--- config.mk ---
export PLATFORM = sky130hd
export DESIGN_NAME = irq_controller
export DESIGN_NICKNAME = d
export VERILOG_FILES = /design/src/rtl/irq_ctrl_pkg.sv /design/src/rtl/irq_sync_edge.sv /design/src/rtl/irq_controller.sv
export SDC_FILE = /design/constraint.sdc
export NUM_CORES = 1
export LEC_CHECK = 0
export ABC_AREA = 1
export BUFFER_PORTS_ARGS = -buffer_cell sky130_fd_sc_hd__buf_2
export CAP_MARGIN = 20
export CORE_UTILIZATION = 30
export CTS_BUF_LIST = sky130_fd_sc_hd__clkbuf_4 sky130_fd_sc_hd__clkbuf_8 sky130_fd_sc_hd__clkbuf_16
export DETAILED_ROUTE_END_ITERATION = 8
export PLACE_DENSITY = 0.63
export SYNTH_ARGS = -nofsm -noshare
export SYNTH_HDL_FRONTEND = slang
export SYNTH_SLANG_ARGS = --single-unit
--- constraint.sdc ---
create_clock -name clk -period 1.5 [get_ports clk]
set_input_delay 0.15 -clock clk [delete_from_list [all_inputs] [get_ports clk]]
set_output_delay 0.15 -clock clk [all_outputs]
set_load 0.02 [all_outputs]
--- src/rtl/irq_ctrl_pkg.sv ---
// Shared constants, types and helpers for the MMIO interrupt controller.
package irq_ctrl_pkg;

    localparam int unsigned DATA_W      = 32;
    localparam int unsigned STRB_W      = DATA_W / 8;
    localparam int unsigned OFF_W       = 5;
    localparam int unsigned ID_W        = 5;
    localparam int unsigned MAX_NUM_SRC = 31;

    localparam logic [OFF_W-1:0] OFF_PENDING  = 5'h00;
    localparam logic [OFF_W-1:0] OFF_ENABLE   = 5'h04;
    localparam logic [OFF_W-1:0] OFF_EDGE     = 5'h08;
    localparam logic [OFF_W-1:0] OFF_CLAIM    = 5'h0C;
    localparam logic [OFF_W-1:0] OFF_COMPLETE = 5'h10;

    // Decoded bus access for the current cycle.
    typedef struct packed {
        logic             rd_latch;
        logic             wr_commit;
        logic [OFF_W-1:0] off;
    } mmio_cmd_t;

    // ID (index+1) of the lowest set bit, 0 when the vector is empty.
    function automatic logic [ID_W-1:0] lowest_id(input logic [MAX_NUM_SRC-1:0] vec);
        logic [ID_W-1:0] id;
        id = '0;
        for (int i = int'(MAX_NUM_SRC) - 1; i >= 0; i--) begin
            if (vec[i]) begin
                id = ID_W'(i + 1);
            end
        end
        return id;
    endfunction

    // Expand byte strobes into a per-bit write mask.
    function automatic logic [DATA_W-1:0] strobe_mask(input logic [STRB_W-1:0] strb);
        logic [DATA_W-1:0] mask;
        mask = '0;
        for (int b = 0; b < int'(STRB_W); b++) begin
            mask[8*b +: 8] = {8{strb[b]}};
        end
        return mask;
    endfunction

endpackage

--- src/rtl/irq_sync_edge.sv ---
// Per-source input synchronizer with previous-value flop and rising-edge detect.
module irq_sync_edge #(
    parameter int unsigned SYNC_STAGES = 2
) (
    input  logic clk,
    input  logic resetn,
    input  logic d,
    output logic level_c,
    output logic rise_c
);

    logic prev_q;

    if (SYNC_STAGES == 0) begin : g_bypass
        assign level_c = d;
    end else begin : g_sync
        logic [SYNC_STAGES-1:0] sync_q;

        always_ff @(posedge clk or negedge resetn) begin
            if (!resetn) begin
                sync_q <= '0;
            end else begin
                sync_q <= SYNC_STAGES'({sync_q, d});
            end
        end

        assign level_c = sync_q[SYNC_STAGES-1];
    end

    always_ff @(posedge clk or negedge resetn) begin
        if (!resetn) begin
            prev_q <= 1'b0;
        end else begin
            prev_q <= level_c;
        end
    end

    assign rise_c = level_c & ~prev_q;

endmodule

--- src/rtl/irq_controller.sv ---
// MMIO interrupt controller: per-source level/edge pending, enable mask,
// lowest-index-first claim/complete handshake and a registered CPU IRQ line.
module irq_controller
    import irq_ctrl_pkg::*;
#(
    parameter int unsigned NUM_SRC     = 8,
    parameter int unsigned SYNC_STAGES = 2
) (
    input  logic               clk,
    input  logic               resetn,
    input  logic               mmio_valid,
    input  logic               mmio_write,
    input  logic [31:0]        mmio_addr,
    input  logic [31:0]        mmio_wdata,
    input  logic [3:0]         mmio_wstrb,
    output logic [31:0]        mmio_rdata,
    output logic               mmio_ready,
    input  logic [NUM_SRC-1:0] irq_src,
    output logic               irq_out
);

    logic [NUM_SRC-1:0] src_level_c;
    logic [NUM_SRC-1:0] src_rise_c;

    for (genvar i = 0; i < NUM_SRC; i++) begin : g_src
        irq_sync_edge #(
            .SYNC_STAGES(SYNC_STAGES)
        ) u_sync (
            .clk    (clk),
            .resetn (resetn),
            .d      (irq_src[i]),
            .level_c(src_level_c[i]),
            .rise_c (src_rise_c[i])
        );
    end

    logic [NUM_SRC-1:0] pending_q;
    logic [NUM_SRC-1:0] enable_q;
    logic [NUM_SRC-1:0] edge_q;
    logic [NUM_SRC-1:0] in_service_q;

    // Bus decode: reads latch on the first valid cycle, writes commit on the ready cycle.
    mmio_cmd_t cmd_c;
    always_comb begin
        cmd_c           = '0;
        cmd_c.rd_latch  = mmio_valid & ~mmio_write & ~mmio_ready;
        cmd_c.wr_commit = mmio_valid & mmio_write & mmio_ready;
        cmd_c.off       = mmio_addr[OFF_W-1:0];
    end

    logic wr_pending_c;
    logic wr_enable_c;
    logic wr_edge_c;
    logic wr_complete_c;
    logic claim_c;

    assign wr_pending_c  = cmd_c.wr_commit & (cmd_c.off == OFF_PENDING);
    assign wr_enable_c   = cmd_c.wr_commit & (cmd_c.off == OFF_ENABLE);
    assign wr_edge_c     = cmd_c.wr_commit & (cmd_c.off == OFF_EDGE);
    assign wr_complete_c = cmd_c.wr_commit & (cmd_c.off == OFF_COMPLETE) & mmio_wstrb[0];
    assign claim_c       = cmd_c.rd_latch & (cmd_c.off == OFF_CLAIM);

    // Priority: lowest eligible index wins; winner_c is its one-hot.
    logic [NUM_SRC-1:0] eligible_c;
    logic [NUM_SRC-1:0] winner_c;
    logic [ID_W-1:0]    claim_id_c;

    assign eligible_c = pending_q & enable_q & ~in_service_q;
    assign winner_c   = eligible_c & (~eligible_c + NUM_SRC'(1));
    assign claim_id_c = lowest_id(MAX_NUM_SRC'(eligible_c));

    logic [DATA_W-1:0] byte_mask_c;
    logic [DATA_W-1:0] enable_wide_c;
    logic [DATA_W-1:0] edge_wide_c;

    assign byte_mask_c   = strobe_mask(mmio_wstrb);
    assign enable_wide_c = (DATA_W'(enable_q) & ~byte_mask_c) | (mmio_wdata & byte_mask_c);
    assign edge_wide_c   = (DATA_W'(edge_q) & ~byte_mask_c) | (mmio_wdata & byte_mask_c);

    logic [NUM_SRC-1:0] complete_c;
    always_comb begin
        complete_c = '0;
        for (int unsigned i = 0; i < NUM_SRC; i++) begin
            complete_c[i] = (mmio_wdata[ID_W-1:0] == ID_W'(i + 1));
        end
    end

    logic [NUM_SRC-1:0] edge_n_c;
    logic [NUM_SRC-1:0] mode_chg_c;
    logic [NUM_SRC-1:0] edge_clr_c;
    logic [NUM_SRC-1:0] pending_n_c;
    logic [NUM_SRC-1:0] in_service_n_c;

    // Mode change discards the latch; edge set beats claim/W1C clear; level tracks input.
    always_comb begin
        edge_n_c       = wr_edge_c ? edge_wide_c[NUM_SRC-1:0] : edge_q;
        mode_chg_c     = edge_n_c ^ edge_q;
        edge_clr_c     = ({NUM_SRC{claim_c}} & winner_c)
                       | ({NUM_SRC{wr_pending_c}} & mmio_wdata[NUM_SRC-1:0]);
        pending_n_c    = ~mode_chg_c
                       & ((edge_q & (src_rise_c | (pending_q & ~edge_clr_c)))
                       | (~edge_q & src_level_c));
        in_service_n_c = (in_service_q | ({NUM_SRC{claim_c}} & winner_c))
                       & ~({NUM_SRC{wr_complete_c}} & complete_c);
    end

    logic [DATA_W-1:0] rdata_c;
    always_comb begin
        rdata_c = '0;
        case (cmd_c.off)
            OFF_PENDING: rdata_c = DATA_W'(pending_q);
            OFF_ENABLE:  rdata_c = DATA_W'(enable_q);
            OFF_EDGE:    rdata_c = DATA_W'(edge_q);
            OFF_CLAIM:   rdata_c = DATA_W'(claim_id_c);
            default:     rdata_c = '0;
        endcase
    end

    always_ff @(posedge clk or negedge resetn) begin
        if (!resetn) begin
            pending_q    <= '0;
            enable_q     <= '0;
            edge_q       <= '0;
            in_service_q <= '0;
            mmio_rdata   <= '0;
            mmio_ready   <= 1'b0;
            irq_out      <= 1'b0;
        end else begin
            mmio_ready   <= mmio_valid & ~mmio_ready;
            if (cmd_c.rd_latch) begin
                mmio_rdata <= rdata_c;
            end
            if (wr_enable_c) begin
                enable_q <= enable_wide_c[NUM_SRC-1:0];
            end
            edge_q       <= edge_n_c;
            pending_q    <= pending_n_c;
            in_service_q <= in_service_n_c;
            irq_out      <= |eligible_c;
        end
    end

    // Address bits above the decoded window and register bits above NUM_SRC are don't-care.
    logic unused_bits;
    assign unused_bits = ^{mmio_addr[DATA_W-1:OFF_W],
                           enable_wide_c[DATA_W-1:NUM_SRC],
                           edge_wide_c[DATA_W-1:NUM_SRC]};

endmodule

# [Yosys cells after proc, flatten, opt, wreduce, memory -nomap -nowiden]
# Index checks and enable logic that the tools add are counted.
# W data, S select, Z words.
[totals] wordCells=105 output_inout_bits=34 regBits=90
[op_classes] eq_ne=12 add_sub_neg=1 reduce_logical=2 n_mux=10 n_bitwise=57
[op_table] cell="$and A8 B8 Y8" count=14
[op_table] cell="$not A8 Y8" count=7
[op_table] cell="$or A8 B8 Y8" count=6
[op_table] cell="$mux W5" count=7
[op_table] cell="$pmux W8 S4" count=1
[op_table] cell="$eq A5 B3 Y1 const B" count=5
[op_table] cell="$and A1 B1 Y1" count=19
[op_table] cell="$eq A5 B4 Y1 const B" count=3
[op_table] cell="$eq A5 B2 Y1 const B" count=2
[op_table] cell="$not A1 Y1" count=10
[op_table] cell="$add A8 B1 Y8 const B" count=1
[op_table] cell="$mux W8" count=1
[op_table] cell="$reduce_or A8 Y1" count=1
[op_table] cell="$xor A8 B8 Y8" count=1
[op_table] cell="$eq A5 B1 Y1 const B" count=1
[op_table] cell="$eq A5 B5 Y1 const B" count=1
[op_table] cell="$logic_not A5 Y1" count=1
[op_table] cell="$mux W4" count=1

# [Depth between registers and ports, before layout]
# Gate-level depths: netlist of the first run.
[logic_depth] ltp_word=13 depth_mapped=10

# [Cells and area by module]
# From an unflattened synthesis of the first run, not the netlist that was laid out.
[unflattened] cells_unflattened=409 hier_area_um2=3303.2
[modules_own_cells] mod="irq_controller" cells_each=369 area_per_inst_um2=2622.5 n_inst=1
[modules_own_cells] mod="irq_sync_edge" cells_each=5 area_per_inst_um2=85.1 n_inst=8

# [Worst setup path after synthesis of the first run]
# No wires, ideal clock.
[synth_timing] path_type="register to register" startpoint="register mmio_ready" endpoint="register pending_q[4]" t_arrival_ns=1.276 path_buffers=1 period_less_slack_ns=1.393 setup_slack_ns=0.107 setup_time_ns=0.116 stages_incl_launch_ff=9 cell_sequence="dfrtp_1 nand3_2 nor2_8 nand2_1 buf_4 o21bai_2 nand2_1 nand2_1 nand2_1"
[synth_via] elab_chain_len=11
[synth_rtl] item="start: declaration" line="irq_controller.sv:17" text="output logic mmio_ready,"
[synth_rtl] item="start signal: assignment" line="irq_controller.sv:129" text="mmio_ready <= mmio_valid & ~mmio_ready;"
[synth_rtl] item="$not A1 Y1" line="irq_controller.sv:46" text="cmd_c.rd_latch = mmio_valid & ~mmio_write & ~mmio_ready;"
[synth_rtl] item="$and A1 B1 Y1" line="irq_controller.sv:46"
[synth_rtl] item="$and A1 B1 Y1" line="irq_controller.sv:61" text="assign claim_c = cmd_c.rd_latch & (cmd_c.off == OFF_CLAIM);"
[synth_rtl] item="$and A8 B8 Y8" line="irq_controller.sv:98" text="edge_clr_c = ({NUM_SRC{claim_c}} & winner_c)"
[synth_rtl] item="$or A8 B8 Y8" line="irq_controller.sv:99" text="| ({NUM_SRC{wr_pending_c}} & mmio_wdata[NUM_SRC-1:0]);"
[synth_rtl] item="$not A8 Y8" line="irq_controller.sv:101" text="& ((edge_q & (src_rise_c | (pending_q & ~edge_clr_c)))"
[synth_rtl] item="$and A8 B8 Y8" line="irq_controller.sv:101"
[synth_rtl] item="$or A8 B8 Y8" line="irq_controller.sv:101"
[synth_rtl] item="$and A8 B8 Y8" line="irq_controller.sv:101"
[synth_rtl] item="$or A8 B8 Y8" line="irq_controller.sv:102" text="| (~edge_q & src_level_c));"
[synth_rtl] item="$and A8 B8 Y8 *" line="irq_controller.sv:101"
[synth_rtl] item="net pending_n_c[4]" line="irq_controller.sv:91" text="logic [NUM_SRC-1:0] pending_n_c;"
[synth_rtl] item="end signal: assignment" line="irq_controller.sv:137" text="pending_q <= pending_n_c;"
[synth_rtl] item="end: declaration" line="irq_controller.sv:37" text="logic [NUM_SRC-1:0] pending_q;"
# Mark *: on every way through the listed nets, which the timed path passes. The rest lies on a longest branch.
# A chain may end at the register's enable or synchronous reset.

# [Worst setup path in the final report of the first run]
[layout_timing] startpoint="register mmio_ready" endpoint="register in_service_q[6]"
[layout_via] elab_chain_len=6
[layout_rtl] item="$not A1 Y1 / $and A1 B1 Y1 (equally long branches)" line="irq_controller.sv:46, irq_controller.sv:47"
[layout_rtl] item="$and A1 B1 Y1 (on tied branches)" line="irq_controller.sv:46, irq_controller.sv:60"
[layout_rtl] item="$and A1 B1 Y1 (on tied branches)" line="irq_controller.sv:61, irq_controller.sv:60"
[layout_rtl] item="$and A8 B8 Y8 (on tied branches)" line="irq_controller.sv:103, irq_controller.sv:104"
[layout_rtl] item="$or A8 B8 Y8 / $not A8 Y8 (equally long branches)" line="irq_controller.sv:103, irq_controller.sv:104"
[layout_rtl] item="$and A8 B8 Y8 *" line="irq_controller.sv:104" text="& ~({NUM_SRC{wr_complete_c}} & complete_c);"
[layout_rtl] item="net in_service_n_c[6]" line="irq_controller.sv:92" text="logic [NUM_SRC-1:0] in_service_n_c;"
[layout_rtl] item="end signal: assignment" line="irq_controller.sv:138" text="in_service_q <= in_service_n_c;"
[layout_rtl] item="end: declaration" line="irq_controller.sv:40" text="logic [NUM_SRC-1:0] in_service_q;"
# Marks and branches as above.

==> results.txt, run 1 <==
Status = finished, final reports clean
Max_cap viols = 0
Setup Viol. Count Final = 0
Detailed placement HPWL = 5260 microns
Row cnt = 38
P_leak = 2.12 nW
Crit-path max FO = 6
Pwr Density = 996 nW/um^2
R2r setup slk = 100 ps
Post-synthesis sequential area ratio = 49.8%
Via count of the first global-routing pass = 2573
Most common cell after layout, fill and taps aside = nand2_1
Critical path arrival = 1620 ps
Hold Vio Cnt, Final = 0
Avg Cell Area, Syn = 8.00 sq um
Final period utilization = 93.5%
Critical-path cell list = nand3_4 > nor2_8 > nand3_2 > nor3b_1 > a21oi_1
RSZ-0062 raised after global routing = false
Starting Density = 30.7%
CTS clk-pin slew, worst paths = 80 ps
Final min period = 1400 ps
Gr usage total = 14.3%
Largest net degree at the start of global routing = 67
Layout cells sized above 1 = 18.7%
Nets@finish = 556
CP Class = register to register
Die Y = 107 microns
Min-delay worst type = input port to register
CTS max path bufs = 2
Area Growth Syn to Fin = 20.8%
Port Buffers = 35
Die X-Extent = 107 microns
GP Congestion = 0.870
Sum of negative setup slack = 0 ps
Drt drc = 0
Skew-Pair Late Insertion Delay = 340 ps
Total clock sinks = 66
Synth Register Bits = 66
Num CTS Buffers = 9
DR vias/cell = 4.32
Routed Antenna Nets = 0
Fmax = 713 MHz
CP peak stage delay = 420 ps
Initial antenna violation count = 0
Most frequent cells in the layout = nand2_1 (118), dfrtp_1 (66), nand3_1 (49), inv_1 (47), nor2_1 (39)
Gr ovfl total = 0
Via count = 2684
CTS tree = built
Pre-antenna DRT Iters = 4
Worst path bufs/invs = 0
Clk_skew = 9.65 ps
Max Transition Viols Final = 0
Syn Inst Count = 414
Cell variety after synth = 26
Global-route wire length before repair = 12500 microns
Final Util = 37.1%
Initial DRC Count = 120
Post-synthesis cell area = 3310 sq um
CTS root buf = clkbuf_8
Hold WS = 70.4 ps
Wirelength, routed = 7290 microns
CP max stage cell = dfrtp_1
CP required = 1720 ps
Startpoint types = register
Core Area = 10800 sq um
WL/cell = 11.7 microns
Num ports = 114
# diodes = 0
Top cell family by delay on the critical path = simple AND/OR/NAND/NOR gates
YS warnings = 0
Die footprint = 11500 sq um
Crit end category = register
Peak supply drop = 0.518 mV
H-tree Lvls = 3
-- through the flow --
step / setup slack [ps] / cell area (sq um) / power, W / instances
3_5_place_dp: 58.1 / 3650 / 0.00231 / 594
4_1_cts: 47.3 / 3970 / 0.00405 / 619
2_1_floorplan: 107 / 3400 / 0.00220 / 437
6_report: 98.1 / 4000 / 0.00398 / 621
3_3_place_gp: 104 / 3650 / 0.00229 / 594
5_1_grt: 2.69 / 4000 / 0.00418 / 621
-- Yosys cell counts (all sizes together) --
cell type / instances / area share, %
nand2: 122 / 14
dfrtp: 66 / 50
nand3: 51 / 8.0
inv: 50 / 5.7
nor2: 47 / 6.9
buf: 30 / 6.7
a21oi: 13 / 2.0
o21ai: 11 / 1.7
o21bai: 6 / 1.8
o21a: 5 / 1.1
nor3: 4 / 0.60
clkbuf: 2 / 0.23
nand4: 2 / 0.38
nor3b: 2 / 0.45
a21boi: 1 / 0.23
conb: 1 / 0.11
or2: 1 / 0.19
-- logic make-up after synthesis --
family	after synthesis	share of synthesized area [%]
simple gates	229	30.6
flops	66	49.8
compound gates	36	6.80
buf+inv	82	12.6
other cells	1	0.113
-- repair_timing --
item / CTS / global route
endpoints found under the hold margin: 74 / 0
hold buffers: 9 / 0
setup endpoints to repair: 0 / 7
gates resized for setup: 0 / 4
buffers inserted: 0 / 2
-- layout make-up --
| cell class | count | area [sq um] |
|---|---|---|
| fill | 1093 | 6790 |
| inverter | 50 | 188 |
| clock buffer | 10 | 138 |
| tap | 140 | 175 |
| multi-input combinational | 289 | 1350 |
| clock inverter | 6 | 90.1 |
| sequential | 66 | 1650 |
| timing repair buffer | 60 | 414 |
-- worst register-to-register path, stage by stage (launching register included) --
cell     delay, ps
dfrtp_1        420
nand3_4        120
nor2_8         180
nand3_2        170
nor3b_1        310
a21oi_1         70
-- final timing paths --
| kind | depth (start not counted) | from | to |
|---|---|---|---|
| hold / removal | 3 | mmio_valid | mmio_ready$_DFF_PN0_ |
| max in group asynchronous | 3 | resetn | g_src[3].u_sync.g_sync.sync_q[0]$_DFF_PN0_ |
| setup / recovery | 5 | mmio_ready$_DFF_PN0_ | in_service_q[6]$_DFF_PN0_ |
| setup reg to reg | 5 | mmio_ready$_DFF_PN0_ | in_service_q[6]$_DFF_PN0_ |
| min in group asynchronous | 3 | resetn | g_src[0].u_sync.g_sync.sync_q[0]$_DFF_PN0_ |
| hold reg to reg | 0 | g_src[1].u_sync.g_sync.sync_q[0]$_DFF_PN0_ | g_src[1].u_sync.g_sync.sync_q[1]$_DFF_PN0_ |
-- per-layer routing --
layer,vias to the layer above,share of wire [%],global-route usage [%]
li1,1367,-,-
met4,0,1.7,5.68
met2,84,45,21.6
met1,1223,48,19.1
met5,-,0,0
met3,10,5.2,4.13
-- power by group --
group	switching, W	internal (W)	total (W)
logic	0.000243	0.000133	0.000375
clock network	0.000713	0.000984	0.00170
registers	0.0000525	0.00186	0.00191
No activity file was read; power rests on OpenSTA's default activity.
==> run 2: changes to the inputs <==
--- a/config.mk
+++ b/config.mk
@@ -6,12 +6,14 @@
 export NUM_CORES = 1
 export LEC_CHECK = 0
 export ABC_AREA = 1
-export BUFFER_PORTS_ARGS = -buffer_cell sky130_fd_sc_hd__buf_2
 export CAP_MARGIN = 20
 export CORE_UTILIZATION = 30
 export CTS_BUF_LIST = sky130_fd_sc_hd__clkbuf_4 sky130_fd_sc_hd__clkbuf_8 sky130_fd_sc_hd__clkbuf_16
+export CTS_CLUSTER_SIZE = 8
 export DETAILED_ROUTE_END_ITERATION = 8
-export PLACE_DENSITY = 0.63
+export DONT_BUFFER_PORTS = 1
+export PLACE_DENSITY = 0.55
 export SYNTH_ARGS = -nofsm -noshare
 export SYNTH_HDL_FRONTEND = slang
+export SYNTH_HIERARCHICAL = 1
 export SYNTH_SLANG_ARGS = --single-unit
==> results.txt, run 2 <==
Largest net degree at the start of global routing = 67 (unchanged)
Failing checks = hold timing
Global-route wire length before repair = 12200 microns (-2.6%)
Via count of the first global-routing pass = 2407 (-6.5%)
CP Class = register to register
Synth Register Bits = 66 (unchanged)
Peak supply drop = 0.391 mV (-25%)
Skew-Pair Late Insertion Delay = 360 ps (+20 ps)
Cell with the most instances after synthesis = nand2_1
CP required = 1760 ps (+40 ps)
Total clock sinks = 66 (unchanged)
Hold WS = -519 ps (-589 ps)
R2r setup slk = 40 ps (-60 ps)
Wirelength, routed = 7550 microns (+3.5%)
Most common cell after layout, fill and taps aside = nand2_1
CTS Hold Bufs = 17 (+8)
Setup Viol. Count Final = 0 (unchanged)
Die footprint = 11400 sq um (-0.30%)
Crit-path max FO = 7 (+1)
Initial antenna violation count = 0 (unchanged)
Num CTS Buffers = 9 (unchanged)
Syn Inst Count = 409 (-1.2%)
Synth cell count leaders = nand2_1 (122), dfrtp_1 (66), inv_1 (60), nand3_1 (30), nor2_1 (27)
Share of the synthesized area in the top cell type = 50.0% (+0.15 points)
Min-delay worst type = input port to asynchronous set/reset pin
Pre-antenna DRT Iters = 5 (+1)
Routed Antenna Nets = 0 (unchanged)
Layout cells sized above 1 = 16.6% (-2.1 points)
Detailed placement HPWL = 5340 microns (+1.6%)
Synth area leaders = dfrtp_1 (50%), nand2_1 (14%), inv_1 (6.8%)
CTS max path bufs = 2 (unchanged)
FF-to-FF End = pending_q[6]$_DFF_PN0_
R2r startpoint = mmio_ready$_DFF_PN0_
Max_cap viols = 0 (unchanged)
H-tree Lvls = 3 (unchanged)
R2r worst-path depth = 11 (+6)
FFs w/ async S/R, synth = 100% (unchanged)
Worst Tran Pin Value = 511 ps
Cell variety after synth = 27 (+3.8%)
Drt drc = 0 (unchanged)
Clk_skew = 14.0 ps (+4.32 ps)
Pwr Total = 0.00356 W (-11%)
Core Area = 10500 sq um (-2.6%)
Row cnt = 37 (-2.6%)
Hold Vio Cnt, Final = 66 (+66)
GP Congestion = 0.864 (-0.74%)
Avg Cell Area, Syn = 8.08 sq um (+0.92%)
CTS tree = built
Max Transition Viols Final = 0 (unchanged)
Main flop type after synthesis = dfrtp_1
Final min period = 1460 ps (+62.7 ps)
Post-synthesis sequential area ratio = 50.0% (+0.15 points)
Port Buffers = 0 (-100%)
Nets@finish = 533 (-4.1%)
Post-synth top area cell = dfrtp_1
DR vias/cell = 4.33 (+0.10%)
Crit end category = register
Starting Density = 31.4% (+0.73 points)
Die X-Extent = 107 microns (-0.15%)
Fillcell total = 1082 (-1.0%)
Post-synthesis cell area = 3300 sq um (-0.30%)
Post-synth EDFFs = 0 (unchanged)
# diodes = 0 (unchanged)
CTS clk-pin slew, worst paths = 70 ps (about the same)
CTS root buf = clkbuf_8
Fmax = 683 MHz (-4.3%)
Most frequent cells in the layout = nand2_1 (118), dfrtp_1 (66), inv_1 (60), nand3_1 (29), nor2_1 (25)
Initial DRC Count = 141 (+18%)
Status = finished, violations left
Die Y = 107 microns (-0.15%)
Gr ovfl total = 0 (unchanged)
Sum of negative setup slack = 0 ps (unchanged)
YS warnings = 6 (+6)
Critical path arrival = 1720 ps (+100 ps)
WL/cell = 12.7 microns (+8.2%)
RSZ-0062 raised after global routing = true
Gr usage total = 14.5% (+0.27 points)
Num ports = 114 (unchanged)
Area Growth Syn to Fin = 18.0%
P_leak = 2.07 nW (-2.8%)
Via count = 2570 (-4.2%)
Final period utilization = 97.6% (+4.2 points)
Pwr Density = 914 nW/um^2 (-8.2%)
Startpoint types = register
Slew HR = 65.7%
==> run 2: cell count changes in the layout (fill, tap and decap cells not counted), sizes merged, moves of 5 or more <==
cell         before  now
buf              51   21
nand3            51   31
o21ai            11   26
inv              50   62
dlygate4sd3       9   17
nand3b            0    7
o21bai            6    0
a21oi            13    8
nand2           122  127
nor2             47   42
o21a              5    0
==> run 2: per-stage QoR <==
stage	area [sq um]	cells	util, %	hold WS [ps]	setup WS [ps]
final	3900	594	37.1	-519	35.4
after global routing	3900	594	37.1	-547	-63.5
after CTS	3830	590	36.4	-542	14.9
after detailed placement	3480	557	33.1	-144	27.2
after global placement	3480	557	33.1	-144	46.6
after floorplan	3390	432	-	-146	68.0
==> run 2: power breakdown <==
part	leakage [nW]	switching (W)	internal [W]
Clock	0.0972	0.000690	0.000681
Sequential	0.816	0.0000568	0.00185
Combinational	1.15	0.000179	0.000107
==> run 2: worst max-delay path by stage <==
stage,start,to,cells after the start
after floorplan,mmio_ready$_DFF_PN0_,pending_q[5]$_DFF_PN0_,8
after global placement,mmio_ready$_DFF_PN0_,pending_q[6]$_DFF_PN0_,11
after detailed placement,mmio_ready$_DFF_PN0_,pending_q[6]$_DFF_PN0_,11
after CTS,mmio_ready$_DFF_PN0_,pending_q[6]$_DFF_PN0_,11
after global routing,mmio_ready$_DFF_PN0_,pending_q[7]$_DFF_PN0_,11
final,mmio_ready$_DFF_PN0_,pending_q[6]$_DFF_PN0_,11
==> run 2: cell families (layout without fill, tap and decap cells) <==
kind of cell / Yosys count / after routing / synth area share [%]
buf+inv: 90 / 116 / 13.5
mux: 2 / 2 / 0.682
other cells: 1 / 24 / 0.114
simple gates: 214 / 214 / 29.6
compound gates: 36 / 36 / 6.10
flops: 66 / 66 / 50.0
==> run 2: area by class of cell <==
class	count	area (sq um)	area share (%)
Multi-Input combinational cell	276	1330	34.1
Timing Repair Buffer	38	332	8.50
Tap cell	136	170	4.36
Clock buffer	12	153	3.92
Inverter	62	235	6.03
Clock inverter	4	27.5	0.706
Sequential cell	66	1650	42.4
==> run 2: worst max-delay path: stages (launching register included) <==
cell and delay [ps]:
dfrtp_1 410, buf_6 130, nor2_4 100, nand2_4 80, inv_4 70, nand2_4 50
nor2_4 230, nand2_2 100, nand2_1 70, nand2_1 40, nand2_1 50, nand2_1 40
==> run 2: what timing repair did <==
| action | in CTS | in global routing |
|---|---|---|
| resized for setup | 0 | 13 |
| hold endpoints to repair | 98 | 66 |
| setup endpoints to repair | 0 | 14 |
| setup buffers | 0 | 4 |
==> run 2: metal layers <==
layer / vias up / share of wire, % / GRT usage, % / wire length (microns)
met3: 7 / 7.2 / 5.11 / 546
met4: 0 / 1.0 / 6.16 / 76
met1: 1178 / 47 / 18.9 / 3580
met2: 87 / 44 / 21.8 / 3340
met5: - / 0 / 0 / 0
li1: 1298 / - / - / -
